===== src/rtl/result_demux_1_to_2_if.sv =====
// Handshake bundle for result_demux_1_to_2: producer side plus two consumer channels.
// CountA/CountB exist only when DEMUX_COUNT_EN is defined.
interface result_demux_1_to_2_if #(
    parameter int unsigned WIDTH = 16
);
    logic             InValid;
    logic             InReady;
    logic             S;
    logic [WIDTH-1:0] D;
    logic             AValid;
    logic             AReady;
    logic [WIDTH-1:0] A;
    logic             BValid;
    logic             BReady;
    logic [WIDTH-1:0] B;
`ifdef DEMUX_COUNT_EN
    logic [WIDTH-1:0] CountA;
    logic [WIDTH-1:0] CountB;
`endif

    // Demux side
    modport slave (
        input  InValid, S, D, AReady, BReady,
        output InReady, AValid, A, BValid, B
`ifdef DEMUX_COUNT_EN
        , output CountA, CountB
`endif
    );

    // Producer and consumers side
    modport master (
        output InValid, S, D, AReady, BReady,
        input  InReady, AValid, A, BValid, B
`ifdef DEMUX_COUNT_EN
        , input CountA, CountB
`endif
    );
endinterface


===== src/rtl/result_demux_1_to_2.sv =====
// Registered 1-to-2 result demux with per-channel valid/ready holding registers.
// Optional per-channel handshake counters enabled by DEMUX_COUNT_EN.
module result_demux_1_to_2 #(
    parameter int unsigned WIDTH = 16
) (
    input  logic                   i_clk,
    input  logic                   i_rst_n,
    result_demux_1_to_2_if.slave   bus
);

    typedef enum logic {StEmpty = 1'b0, StFull = 1'b1} state_e;

    state_e           r_a_state, w_a_state_nxt;
    state_e           r_b_state, w_b_state_nxt;
    logic [WIDTH-1:0] r_a, r_b;
    logic             w_a_valid, w_b_valid;
    logic             w_in_ready;
    logic             w_acc_a, w_acc_b;
    logic             w_hs_a, w_hs_b;

    assign w_a_valid = (r_a_state == StFull);
    assign w_b_valid = (r_b_state == StFull);

    // Readiness looks only at the selected channel so a stalled peer never blocks it
    assign w_in_ready = bus.S ? (!w_b_valid || bus.BReady) : (!w_a_valid || bus.AReady);
    assign w_acc_a    = bus.InValid && w_in_ready && !bus.S;
    assign w_acc_b    = bus.InValid && w_in_ready &&  bus.S;
    assign w_hs_a     = w_a_valid && bus.AReady;
    assign w_hs_b     = w_b_valid && bus.BReady;

    always_comb begin
        w_a_state_nxt = r_a_state;
        unique case (r_a_state)
            StEmpty: if (w_acc_a)            w_a_state_nxt = StFull;
            StFull:  if (w_hs_a && !w_acc_a) w_a_state_nxt = StEmpty;
            default:                         w_a_state_nxt = StEmpty;
        endcase
    end

    always_comb begin
        w_b_state_nxt = r_b_state;
        unique case (r_b_state)
            StEmpty: if (w_acc_b)            w_b_state_nxt = StFull;
            StFull:  if (w_hs_b && !w_acc_b) w_b_state_nxt = StEmpty;
            default:                         w_b_state_nxt = StEmpty;
        endcase
    end

    always_ff @(posedge i_clk or negedge i_rst_n) begin
        if (!i_rst_n) begin
            r_a_state <= StEmpty;
            r_b_state <= StEmpty;
            r_a       <= '0;
            r_b       <= '0;
        end else begin
            r_a_state <= w_a_state_nxt;
            r_b_state <= w_b_state_nxt;
            if (w_acc_a) r_a <= bus.D;
            if (w_acc_b) r_b <= bus.D;
        end
    end

    assign bus.InReady = w_in_ready;
    assign bus.AValid  = w_a_valid;
    assign bus.BValid  = w_b_valid;
    assign bus.A       = r_a;
    assign bus.B       = r_b;

`ifdef DEMUX_COUNT_EN
    logic [WIDTH-1:0] r_count_a, r_count_b;

    // Wraps modulo 2^WIDTH
    always_ff @(posedge i_clk or negedge i_rst_n) begin
        if (!i_rst_n) begin
            r_count_a <= '0;
            r_count_b <= '0;
        end else begin
            if (w_hs_a) r_count_a <= r_count_a + 1'b1;
            if (w_hs_b) r_count_b <= r_count_b + 1'b1;
        end
    end

    assign bus.CountA = r_count_a;
    assign bus.CountB = r_count_b;
`endif

endmodule

===== src/flat_wrapper.sv =====
// flat-port wrapper written by rule: the top's interface ports become plain ports
module result_demux_1_to_2_flat 
#(
    parameter int unsigned WIDTH = 16
)
  (i_clk, i_rst_n, bus_InValid, bus_S, bus_D, bus_AReady, bus_BReady, bus_InReady, bus_AValid, bus_A, bus_BValid, bus_B);
  result_demux_1_to_2_if #(.WIDTH(WIDTH)) bus_i ();
  input  logic i_clk;
  input  logic i_rst_n;
  input wire logic [$bits(bus_i.InValid)-1:0] bus_InValid;
  input wire logic [$bits(bus_i.S)-1:0] bus_S;
  input wire logic [$bits(bus_i.D)-1:0] bus_D;
  input wire logic [$bits(bus_i.AReady)-1:0] bus_AReady;
  input wire logic [$bits(bus_i.BReady)-1:0] bus_BReady;
  output wire logic [$bits(bus_i.InReady)-1:0] bus_InReady;
  output wire logic [$bits(bus_i.AValid)-1:0] bus_AValid;
  output wire logic [$bits(bus_i.A)-1:0] bus_A;
  output wire logic [$bits(bus_i.BValid)-1:0] bus_BValid;
  output wire logic [$bits(bus_i.B)-1:0] bus_B;
  assign bus_i.InValid = bus_InValid;
  assign bus_i.S = bus_S;
  assign bus_i.D = bus_D;
  assign bus_i.AReady = bus_AReady;
  assign bus_i.BReady = bus_BReady;
  assign bus_InReady = bus_i.InReady;
  assign bus_AValid = bus_i.AValid;
  assign bus_A = bus_i.A;
  assign bus_BValid = bus_i.BValid;
  assign bus_B = bus_i.B;
  result_demux_1_to_2 #(.WIDTH(WIDTH)) u_core (.i_clk(i_clk), .i_rst_n(i_rst_n), .bus(bus_i));
endmodule

===== config.mk =====
export PLATFORM = sky130hd
export DESIGN_NAME = result_demux_1_to_2_flat
export DESIGN_NICKNAME = d
export VERILOG_FILES = /design/src/rtl/result_demux_1_to_2_if.sv /design/src/rtl/result_demux_1_to_2.sv /design/src/flat_wrapper.sv
export SDC_FILE = /design/constraint.sdc
export NUM_CORES = 1
export LEC_CHECK = 0
export BUFFER_PORTS_ARGS = -buffer_cell sky130_fd_sc_hd__buf_2
export CORE_UTILIZATION = 46
export CTS_CLUSTER_SIZE = 8
export DETAILED_ROUTE_END_ITERATION = 12
export PLACE_DENSITY = 0.86
export RECOVER_POWER = 25
export SYNTH_ARGS = -nofsm -noshare
export SYNTH_HDL_FRONTEND = slang
export SYNTH_SLANG_ARGS = --single-unit

===== constraint.sdc =====
create_clock -name i_clk -period 1.4 [get_ports i_clk]
set_input_delay 0.07 -clock i_clk [delete_from_list [all_inputs] [get_ports i_clk]]
set_output_delay 0.07 -clock i_clk [all_outputs]
set_load 0.05 [all_outputs]

Word-level counts from Yosys, hierarchy flattened
Cells that the tools add are included.
{ "word_totals": {"mem_bits_ro": 0, "elab_cells": 27, "output_inout_bits": 35, "latchBits": 0, "mem_bits_rw": 0, "in_bits": 22, "memories": 0, "reg_bits": 34} }
{ "classes": {"n_mux": 7, "add_sub_neg": 0, "bitwise_logic": 2, "multipliers": 0, "reduce_logical": 14, "n_lt_le_gt_ge": 0, "n_shift": 0, "n_eq_ne": 0, "div": 0} }
{ "ops": {"columns": ["cell", "count"], "rows": [
  ["1-bit logical AND", 7],
  ["1-bit logical NOT", 5],
  ["1-bit 2-to-1 mux", 5],
  ["1-bit one-hot mux with 2 select lines", 2],
  ["1-bit logical OR", 2],
  ["1-bit inverter", 2]
]} }

Depth between registers and ports, before layout
Gate-level depths: netlist of the first run.
{ "logic_depth": {"ltp_word": 9, "ltp_mapped": 5} }

Worst setup path after synthesis of the first run
No wires, ideal clock.
{ "synth_timing": {"path_type": "flip-flop to output port", "start": "register u_core.r_b_state, in the netlist u_core.bus.BValid", "end": "output port bus_InReady", "slack_ns": -0.263, "stages_incl_launch_ff": 3, "arrival_time_ns": 1.593, "required_time_ns": 1.330, "n_path_buf": 0, "cell_sequence": "dfrtp_1 > nor2b_2 > a21oi_1"} }
{ "synth_via": {"elab_chain_cells": 3} }
{ "synth_lines": {"columns": ["element", "line", "rtl"], "rows": [
  ["start, declared", "result_demux_1_to_2.sv:14", "state_e r_b_state, w_b_state_nxt;"],
  ["start signal, assigned", "result_demux_1_to_2.sv:52", "r_b_state <= StEmpty;"],
  ["start signal, assigned", "result_demux_1_to_2.sv:57", "r_b_state <= w_b_state_nxt;"],
  ["1-bit logical NOT", "result_demux_1_to_2.sv:25", "assign w_in_ready = bus.S ? (!w_b_valid || bus.BReady) : (!w_a_valid || bus.AReady);"],
  ["1-bit logical OR", "result_demux_1_to_2.sv:25", null],
  ["1-bit 2-to-1 mux", "result_demux_1_to_2.sv:25", null],
  ["end, declared", "flat_wrapper.sv:15", "output wire logic [$bits(bus_i.InReady)-1:0] bus_InReady;"]
]} }
Every way passes these cells.

Worst setup path in the final report of the first run
Same ends and word-level chain as after synthesis.

==> metrics.md, run 1 <==
| Metric | Value |
|---|---|
| Worst min-delay path class | `in2reg` |
| CTS root buf | `clkbuf_4` |
| Pins over their slew limit | `0` |
| Worst-Margin Slew | `1.01 ns` |
| Post-layout min period | `1.34 ns` |
| Sink Count | `34` |
| Syn_nets | `101` |
| TritonCTS clock tree | `done` |
| DP HPWL | `2000 um` |
| P per Cell Area | `1510 nW/um^2` |
| Remaining DRCs | `10` |
| Worst-path fanout max | `3` |
| Crit. End Element | `output port` |
| Layout Utilization | `72.3%` |
| Final Non-Filler Cells | `195` |
| Top-count cell post-synth | `dfrtp_1` |
| CP arrival | `1.27 ns` |
| RSZ-0062 raised after global routing | `false` |
| WL final | `2860 um` |
| Hold slack | `0.0540 ns` |
| Pin count of the biggest net entering global routing | `19` |
| Die Ht | `56.7 um` |
| Multi-input gate area | `528 um^2` |
| Number of DRC violations after detailed-routing iteration 0 | `25` |
| Top cells by area, synth | `dfrtp_1 62%, mux2_2 18%, mux2_4 11%` |
| Number of global-route vias before repair | `994` |
| Core Rows | `19` |
| FMAX | `748 MHz` |
| Fillers | `197` |
| TritonCTS Buffers | `5` |
| Antenna Cells | `0` |
| Via count | `944` |
| Max-slew headroom | `33.0%` |
| Count of final hold-check violations | `0` |
| Fin crit share | `95.6%` |
| Status | `finished, violations left` |
| Gpl congestion | `0.732` |
| Register area share after synthesis | `61.9%` |
| Synth Area per Inst | `17.4 um^2` |
| Largest area contributor in the netlist | `dfrtp_1` |
| Main synth FF type | `dfrtp_1` |
| H-tree depth | `2` |
| Fraction of registers with async set/reset | `100%` |
| Ports | `57` |
| Post-Syn Instances | `79` |
| Worst vdd ir | `1.22 mV` |
| 1st-pass router iterations | `8` |
| Initial Util | `49.0%` |
| Area of the core | `2810 um^2` |
| CP max stage delay | `0.41 ns` |
| Clk_skew | `0.00561 ns` |
| P_leak | `1.01 nW` |
| Commonest cells post-synth | `34 x dfrtp_1, 22 x mux2_2, 10 x mux2_4` |
| Vias/cell | `4.84` |
| Ratio of cells with drive above 1 in the final layout | `65.9%` |
| Slowest CP cell | `dfrtp_2` |
| Max cap viols | `0` |
| Worst path cell trace | `nor2b_4 > a21oi_2 > buf_2` |
| CP delay by family, top | `flip-flops` |
| Clock Pin Slew Worst Setup and Hold Paths | `0.10 ns` |
| Wire per inst | `14.6 um` |
| Crit start category | `register` |
| Final setup vio count | `0` |
| Clk_lat worst skew | `0.33 ns` |
| Area share of the largest cell type after synthesis | `61.9%` |
| Syn-to-layout area delta | `47.5%` |
| Synth warn | `0` |
| Distinct cell type count after synthesis | `13` |
| Placed instance count | `168` |
| Synthesis-stage register bit count | `34` |
| Die width | `56.7 um` |
| Max Root-Sink Buffers | `2` |
| Cell Area, Synth | `1380 um^2` |
| CP Class | `reg2out` |
| Total GRT Usage | `20.3%` |
| Worst EP required | `1.33 ns` |
| Failing checks | `DRC` |
| DRT antenna net count | `0` |
| Worst path bufs/invs | `1` |
| First-pass GRT wire length | `4800 um` |
| # nets final | `185` |
| Register area | `853 um^2` |
| Initial antenna violation count | `0` |
| Post-synth EDFFs | `0` |
| Setup TNS | `0 ns` |
| Total grt overflow | `0` |
| # Post-CTS Setup Buffers | `0` |
| PortBufs | `56` |
| Die area | `3210 um^2` |
sequential cells by signal, summed over array words and instances (netlist names):
signal / cells
u_core.bus.A: 16
u_core.bus.BValid: 1
u_core.bus.AValid: 1
u_core.bus.B: 16
power breakdown:
| group | leakage (nW) | switching [mW] | internal [mW] |
|---|---|---|---|
| Sequential | 0.398 | 0.0947 | 1.16 |
| Combinational | 0.577 | 0.835 | 0.408 |
| Clock | 0.0343 | 0.323 | 0.241 |
worst reg2reg max path: cells and delay by family (launching register included):
family	cells	cell delay, ns
buf+inv	1	0.19
flops	1	0.41
mux	1	0.34
simple gates	2	0.25
cell families (layout without fill, tap and decap cells):
| logic type | Yosys count | in the layout | synth area share (%) |
|---|---|---|---|
| flops | 34 | 34 | 61.9 |
| mux | 32 | 32 | 28.9 |
| simple gates | 9 | 9 | 5.73 |
| buf+inv | 3 | 88 | 3.09 |
| compound gates | 1 | 1 | 0.364 |
final cells by class:
class	instances	share of cell area, %
clock inverter	2	0.617
sequential	34	42.1
clock buffer	6	2.53
tap	31	1.91
multi-input combinational	42	26.0
timing repair buffer	80	26.8
path summary, 6_finish.rpt:
kind	startpoint	endpoint	slack, ns	cells past startpoint
worst max-delay path	u_core.bus.BValid	bus_InReady	0.06	3
worst min-delay path	bus_BReady	u_core.bus.BValid	0.05	3
worst max register to register	u_core.bus.BValid	u_core.bus.B[15]	0.11	4
worst min register to register	u_core.bus.B[4]	u_core.bus.B[4]	0.51	1
max in group asynchronous	i_rst_n	u_core.bus.BValid	0.31	2
min in group asynchronous	i_rst_n	u_core.bus.A[14]	0.42	2
metrics by stage:
stage | setup WS (ns) | power, mW | cell area (um^2)
floorplan | -0.0383 | 2.17 | 1430
CTS | 0.0395 | 3.09 | 2030
global route | 0.0105 | 3.19 | 2030
global placement | 0.138 | 2.45 | 1780
detailed placement | 0.104 | 2.47 | 1780
finish | 0.0622 | 3.06 | 2030
placed cells by master (no fill, tap or decap), drive strengths merged:
| master | instances |
|---|---|
| dfrtp | 34 |
| nand2 | 2 |
| nor2b | 2 |
| clkbuf | 7 |
| nor2 | 2 |
| a21oi | 1 |
| clkinvlp | 1 |
| buf | 60 |
| clkinv | 1 |
| nand2b | 3 |
| mux2 | 32 |
| dlygate4sd3 | 19 |
per-layer routing:
| metal | global-route usage [%] | wire length, um | vias to the layer above |
|---|---|---|---|
| met1 | 25.7 | 1190 | 456 |
| met4 | 6.43 | 42 | 0 |
| met2 | 32.8 | 1450 | 42 |
| met5 | 0 | 0 | - |
| li1 | - | - | 440 |
| met3 | 6.68 | 177 | 6 |
what timing repair did:
item | in CTS | in global routing
setup endpoints to repair | 0 | 0
hold buffers | 19 | 0
gates resized for setup | 0 | 0
endpoints found under the hold margin | 67 | 0
Power figures use the tool's default switching activity.
==> inputs of run 2 (changes only) <==
--- a/config.mk
+++ b/config.mk
@@ -6,10 +6,10 @@
 export NUM_CORES = 1
 export LEC_CHECK = 0
 export BUFFER_PORTS_ARGS = -buffer_cell sky130_fd_sc_hd__buf_2
-export CORE_UTILIZATION = 46
+export CORE_UTILIZATION = 37
 export CTS_CLUSTER_SIZE = 8
 export DETAILED_ROUTE_END_ITERATION = 12
-export PLACE_DENSITY = 0.86
+export PLACE_DENSITY = 0.73
 export RECOVER_POWER = 25
 export SYNTH_ARGS = -nofsm -noshare
 export SYNTH_HDL_FRONTEND = slang
==> metrics.md, run 2 (synthesis results as in run 1) <==
| Metric | Value |
|---|---|
| Slowest CP cell | `dfrtp_2` |
| Placed instance count | `181` |
| Pins over their slew limit | `0` |
| PortBufs | `56` |
| Worst path bufs/invs | `1` |
| R2R Setup Slk | `0.09 ns` |
| Reg power frac | `39.9%` |
| Count of final hold-check violations | `0` |
| Crit start category | `register` |
| Hold slack | `0.0323 ns` |
| CP arrival | `1.46 ns` |
| Remaining DRCs | `0` |
| Wire per inst | `14.0 um` |
| Total power | `3.15 mW` |
| DP Area | `1770 um^2` |
| Vias/cell | `4.54` |
| Worst-Margin Slew | `0.733 ns` |
| Post-Place Worst Slack | `0.0994 ns` |
| Post-CTS resize count | `0` |
| Clk_lat worst skew | `0.27 ns` |
| CP Class | `reg2reg` |
| Initial Util | `39.9%` |
| Clk_skew | `0.00473 ns` |
| Worst path cell trace | `nand2b_4 > nor2b_4 > buf_12 > mux2_2` |
| Antenna Cells | `0` |
| Number of global-route vias before repair | `899` |
| Max Root-Sink Buffers | `2` |
| RR Endpoint | `u_core.bus.A[11]` |
| Gpl congestion | `0.690` |
| Sink Count | `34` |
| Final Non-Filler Cells | `190` |
| DP HPWL | `1900 um` |
| CP delay by family, top | `flip-flops` |
| Die Ht | `63.0 um` |
| Syn-to-layout area delta | `34.0%` |
| Internal power | `1.89 mW` |
| Max cap viols | `0` |
| Crit Reg-Reg Startpoint | `u_core.bus.AValid` |
| Worst-path fanout max | `16` |
| Ratio of cells with drive above 1 in the final layout | `58.3%` |
| Post-layout min period | `1.31 ns` |
| Crit. End Element | `register` |
| # nets final | `165` |
| Clock share of power | `23.5%` |
| FMAX | `766 MHz` |
| 1st-pass router iterations | `4` |
| Worst vdd ir | `0.714 mV` |
| Setup TNS | `0 ns` |
| TritonCTS Buffers | `5` |
| Die area | `3960 um^2` |
| Worst EP required | `1.56 ns` |
| Combinational share of power | `36.6%` |
| Core Rows | `21` |
| Fin crit share | `93.3%` |
| Initial antenna violation count | `0` |
| Number of DRC violations after detailed-routing iteration 0 | `39` |
| Worst Reg2Reg Path Length in Cells | `4` |
| RSZ-0062 raised after global routing | `false` |
| First-pass GRT wire length | `4570 um` |
| Hold Path End | `u_core.bus.A[4]` |
| CTS root buf | `clkbuf_8` |
| Final non-filler cell area | `1840 um^2` |
| CP max stage delay | `0.43 ns` |
| Layout Utilization | `53.5%` |
| Die width | `63.0 um` |
| Clock Pin Slew Worst Setup and Hold Paths | `0.07 ns` |
| Most common cell after layout, fill and taps aside | `buf_2` |
| Status | `finished clean` |
| Area of the core | `3440 um^2` |
| P per Cell Area | `1710 nW/um^2` |
| Setup slack after layout | `0.0943 ns` |
| Switching pwr | `1.27 mW` |
| WL final | `2670 um` |
| Switching part of the total | `40.2%` |
| Total grt overflow | `0` |
| DRT antenna net count | `0` |
| Total GRT Usage | `15.0%` |
| Pin count of the biggest net entering global routing | `35` |
| Max-slew headroom | `51.1%` |
| Hold_sp | `bus_D[4]` |
| Worst min-delay path class | `in2reg` |
| Final setup vio count | `0` |
| TritonCTS clock tree | `done` |
| WP depth | `4` |
| H-tree depth | `2` |
| Most frequent cells in the layout | `33 x buf_2, 32 x dfrtp_1, 23 x clkbuf_1, 20 x mux2_4, 12 x mux2_2` |
| P_leak | `0.870 nW` |
| Via count | `862` |
| Worst hold stages | `2` |
| Ports | `57` |
-- run 2: changes by cell type in the layout (fill, tap and decap cells not counted), sizes merged --
cell | previous run | this run
clkbuf | 7 | 29
buf | 60 | 36
dlygate4sd3 | 19 | 1
-- run 2: how the worst max path moves through the flow --
stage / endpoint / slack [ns] / start
6_report: u_core.bus.A[11] / 0.09 / u_core.bus.AValid
5_1_grt: u_core.bus.A[14] / 0.06 / u_core.bus.AValid
4_1_cts: u_core.bus.A[11] / 0.09 / u_core.bus.AValid
3_5_place_dp: u_core.bus.A[11] / 0.1 / u_core.bus.AValid
3_3_place_gp: u_core.bus.B[4] / 0.14 / u_core.bus.BValid
2_1_floorplan: u_core.bus.B[10] / -0.04 / u_core.bus.BValid
-- run 2: layer usage --
layer	part of all wire, %	vias to the layer above	track usage [%]
li1	-	397	-
met1	44	431	18.3
met2	49	32	25.3
met3	5.5	2	3.65
met4	1.1	0	6.10
met5	0	-	0
-- run 2: power groups by stage --
stage	sequential (mW)	combinational, mW	clock, mW
after global routing	1.28	1.20	0.819
after floorplan	1.88	0.290	0
after global placement	1.26	1.18	0
after detailed placement	1.27	1.20	0
final	1.26	1.15	0.741
after CTS	1.25	1.20	0.761
-- run 2: cell type report --
cell class | count | area, um^2
fillers | 328 | 1600
repair buffers | 60 | 309
clock buffers | 6 | 82.6
flip-flops and latches | 34 | 853
clock inverters | 2 | 12.5
multi-input cells | 42 | 528
well taps | 46 | 57.6
-- run 2: what timing repair did --
action | in CTS | in global routing
setup endpoints to repair | 0 | 0
buffers inserted | 0 | 0
hold endpoints to repair | 34 | 0
hold buffers | 1 | 0
==> inputs of run 3 (changes only) <==
--- a/config.mk
+++ b/config.mk
@@ -5,11 +5,12 @@
 export SDC_FILE = /design/constraint.sdc
 export NUM_CORES = 1
 export LEC_CHECK = 0
+export ABC_AREA = 1
 export BUFFER_PORTS_ARGS = -buffer_cell sky130_fd_sc_hd__buf_2
 export CORE_UTILIZATION = 37
 export CTS_CLUSTER_SIZE = 8
 export DETAILED_ROUTE_END_ITERATION = 12
-export PLACE_DENSITY = 0.73
+export PLACE_DENSITY = 0.72
 export RECOVER_POWER = 25
 export SYNTH_ARGS = -nofsm -noshare
 export SYNTH_HDL_FRONTEND = slang
==> metrics.md, run 3 <==
| Metric | Value |
|---|---|
| Initial antenna violation count | `0` |
| Vias/cell | `5.01` |
| Sink Count | `34` |
| Total GRT Usage | `19.7%` |
| Antenna Cells | `0` |
| Number of DRC violations after detailed-routing iteration 0 | `79` |
| First-pass GRT wire length | `6130 um` |
| CTS root buf | `clkbuf_8` |
| CP Class | `reg2out` |
| TritonCTS Buffers | `5` |
| Most frequent cells in the layout | `68 x nand2_1, 34 x dfrtp_1, 32 x nand4_1, 30 x buf_2, 27 x clkbuf_1` |
| Crit. End Element | `output port` |
| DRT antenna net count | `0` |
| Synth Area per Inst | `9.53 um^2` |
| Die area | `4190 um^2` |
| Placed instance count | `248` |
| Syn_nets | `175` |
| Total grt overflow | `0` |
| Count of final hold-check violations | `0` |
| 1st-pass router iterations | `4` |
| DP HPWL | `2480 um` |
| Distinct cell type count after synthesis | `11` |
| Post-layout min period | `1.26 ns` |
| Most common cell after layout, fill and taps aside | `nand2_1` |
| Setup slack after layout | `0.140 ns` |
| Pins over their slew limit | `0` |
| Post-Syn Instances | `153` |
| Final setup vio count | `0` |
| Setup TNS | `0 ns` |
| RSZ-0062 raised after global routing | `false` |
| Worst min-delay path class | `in2reg` |
| FMAX | `793 MHz` |
| Crit start category | `register` |
| Number of global-route vias before repair | `1238` |
| Worst-Margin Slew | `0.745 ns` |
| P_leak | `0.977 nW` |
| Hold Path End | `u_core.bus.A[10]` |
| Worst EP required | `1.33 ns` |
| Via count | `1302` |
| Synth warn | `0` |
| Status | `finished clean` |
| Fin crit share | `90.0%` |
| Wire per inst | `14.3 um` |
| Area of the core | `3720 um^2` |
| Die width | `64.8 um` |
| Worst Reg2Reg Path Length in Cells | `5` |
| PortBufs | `56` |
| H-tree depth | `2` |
| Register area share after synthesis | `58.4%` |
| Largest area contributor in the netlist | `dfrtp_1` |
| Post-synth EDFFs | `0` |
| Pin count of the biggest net entering global routing | `35` |
| Die Ht | `64.8 um` |
| TritonCTS clock tree | `done` |
| Synthesis-stage register bit count | `34` |
| Area share of the largest cell type after synthesis | `58.4%` |
| R2R Setup Slk | `0.23 ns` |
| Clock Pin Slew Worst Setup and Hold Paths | `0.06 ns` |
| Gpl congestion | `0.769` |
| Crit Reg-Reg Startpoint | `u_core.bus.BValid` |
| Total power | `2.90 mW` |
| Commonest cells post-synth | `69 x nand2_1, 34 x dfrtp_1, 32 x nand4_1` |
| Worst hold stages | `3` |
| Top cells by area, synth | `dfrtp_1 58%, nand2_1 18%, nand4_1 14%` |
| Hold_sp | `bus_D[10]` |
| Max cap viols | `0` |
| Worst-path fanout max | `11` |
| Ports | `57` |
| Core Rows | `22` |
| # nets final | `234` |
| Max-slew headroom | `50.3%` |
| CP arrival | `1.19 ns` |
| Max Root-Sink Buffers | `2` |
| Clk_lat worst skew | `0.29 ns` |
| Fraction of registers with async set/reset | `100%` |
| Main synth FF type | `dfrtp_1` |
| RR Endpoint | `u_core.bus.B[8]` |
| P per Cell Area | `1580 nW/um^2` |
| Cell Area, Synth | `1460 um^2` |
| Post-Place Worst Slack | `0.261 ns` |
| Worst vdd ir | `0.641 mV` |
| Ratio of cells with drive above 1 in the final layout | `22.6%` |
| Syn-to-layout area delta | `25.7%` |
| WL final | `3710 um` |
| Remaining DRCs | `0` |
| Clk_skew | `0.00541 ns` |
| Final Non-Filler Cells | `260` |
| Top-count cell post-synth | `nand2_1` |
| Initial Util | `39.2%` |
## run 3: cell type report
| class | count | area, um^2 |
|---|---|---|
| repair buffers | 63 | 307 |
| clock buffers | 7 | 76.3 |
| well taps | 48 | 60.1 |
| fillers | 387 | 1880 |
| flip-flops and latches | 34 | 851 |
| inverters | 3 | 18.8 |
| multi-input cells | 105 | 519 |
## run 3: kinds of logic after synthesis
family                 count (synthesis)  synth area share [%]
AND/OR/NAND/NOR                      105                  35.1
flip-flops                            34                  58.4
buffers and inverters                 14                  6.52
## run 3: repair_timing
item                                    in CTS  in global routing
endpoints found under the setup margin       1                  1
hold endpoints to repair                    34                  0
pin swaps                                    0                  1
gates cloned                                 0                  0
resized for setup                            2                  0
hold buffers                                 1                  0
buffers inserted                             0                  4
## run 3: worst max-delay path by stage
stage                            startpoint                to  slack (ns)  cells past startpoint
after floorplan           u_core.bus.AValid       bus_InReady        0.04                      4
after global placement    u_core.bus.AValid  u_core.bus.A[15]        0.28                      4
after detailed placement  u_core.bus.AValid  u_core.bus.A[14]        0.26                      4
after CTS                 u_core.bus.BValid       bus_InReady        0.06                      4
after global routing      u_core.bus.AValid       bus_InReady        0.07                      4
final                     u_core.bus.AValid       bus_InReady        0.14                      4
## run 3: per-stage QoR
stage | area (um^2) | utilization [%] | hold WS, ns
finish | 1830 | 49.3 | 0.0486
global route | 1830 | 49.3 | 0.0491
CTS | 1830 | 49.3 | 0.0458
detailed placement | 1740 | 46.8 | 0.185
global placement | 1740 | 46.8 | 0.176
floorplan | 1460 | - | -0.226
## run 3: layer usage
metal	vias to the layer above	track usage (%)	routed length, um
li1	636	-	-
met1	609	28.1	1710
met2	55	27.1	1720
met3	2	7.04	264
met4	0	6.94	19
met5	-	0	0
## run 3: worst max-delay path, cell delays in order (launching register included)
cell and delay [ns]:
dfrtp_1 0.40, nand2_4 0.16, nand2_1 0.09, nand2_2 0.07, buf_4 0.19
## run 3: power by group
| part | total (mW) | switching (mW) | internal (mW) |
|---|---|---|---|
| Sequential | 1.22 | 0.0881 | 1.14 |
| Combinational | 1.00 | 0.816 | 0.188 |
| Clock | 0.674 | 0.332 | 0.342 |
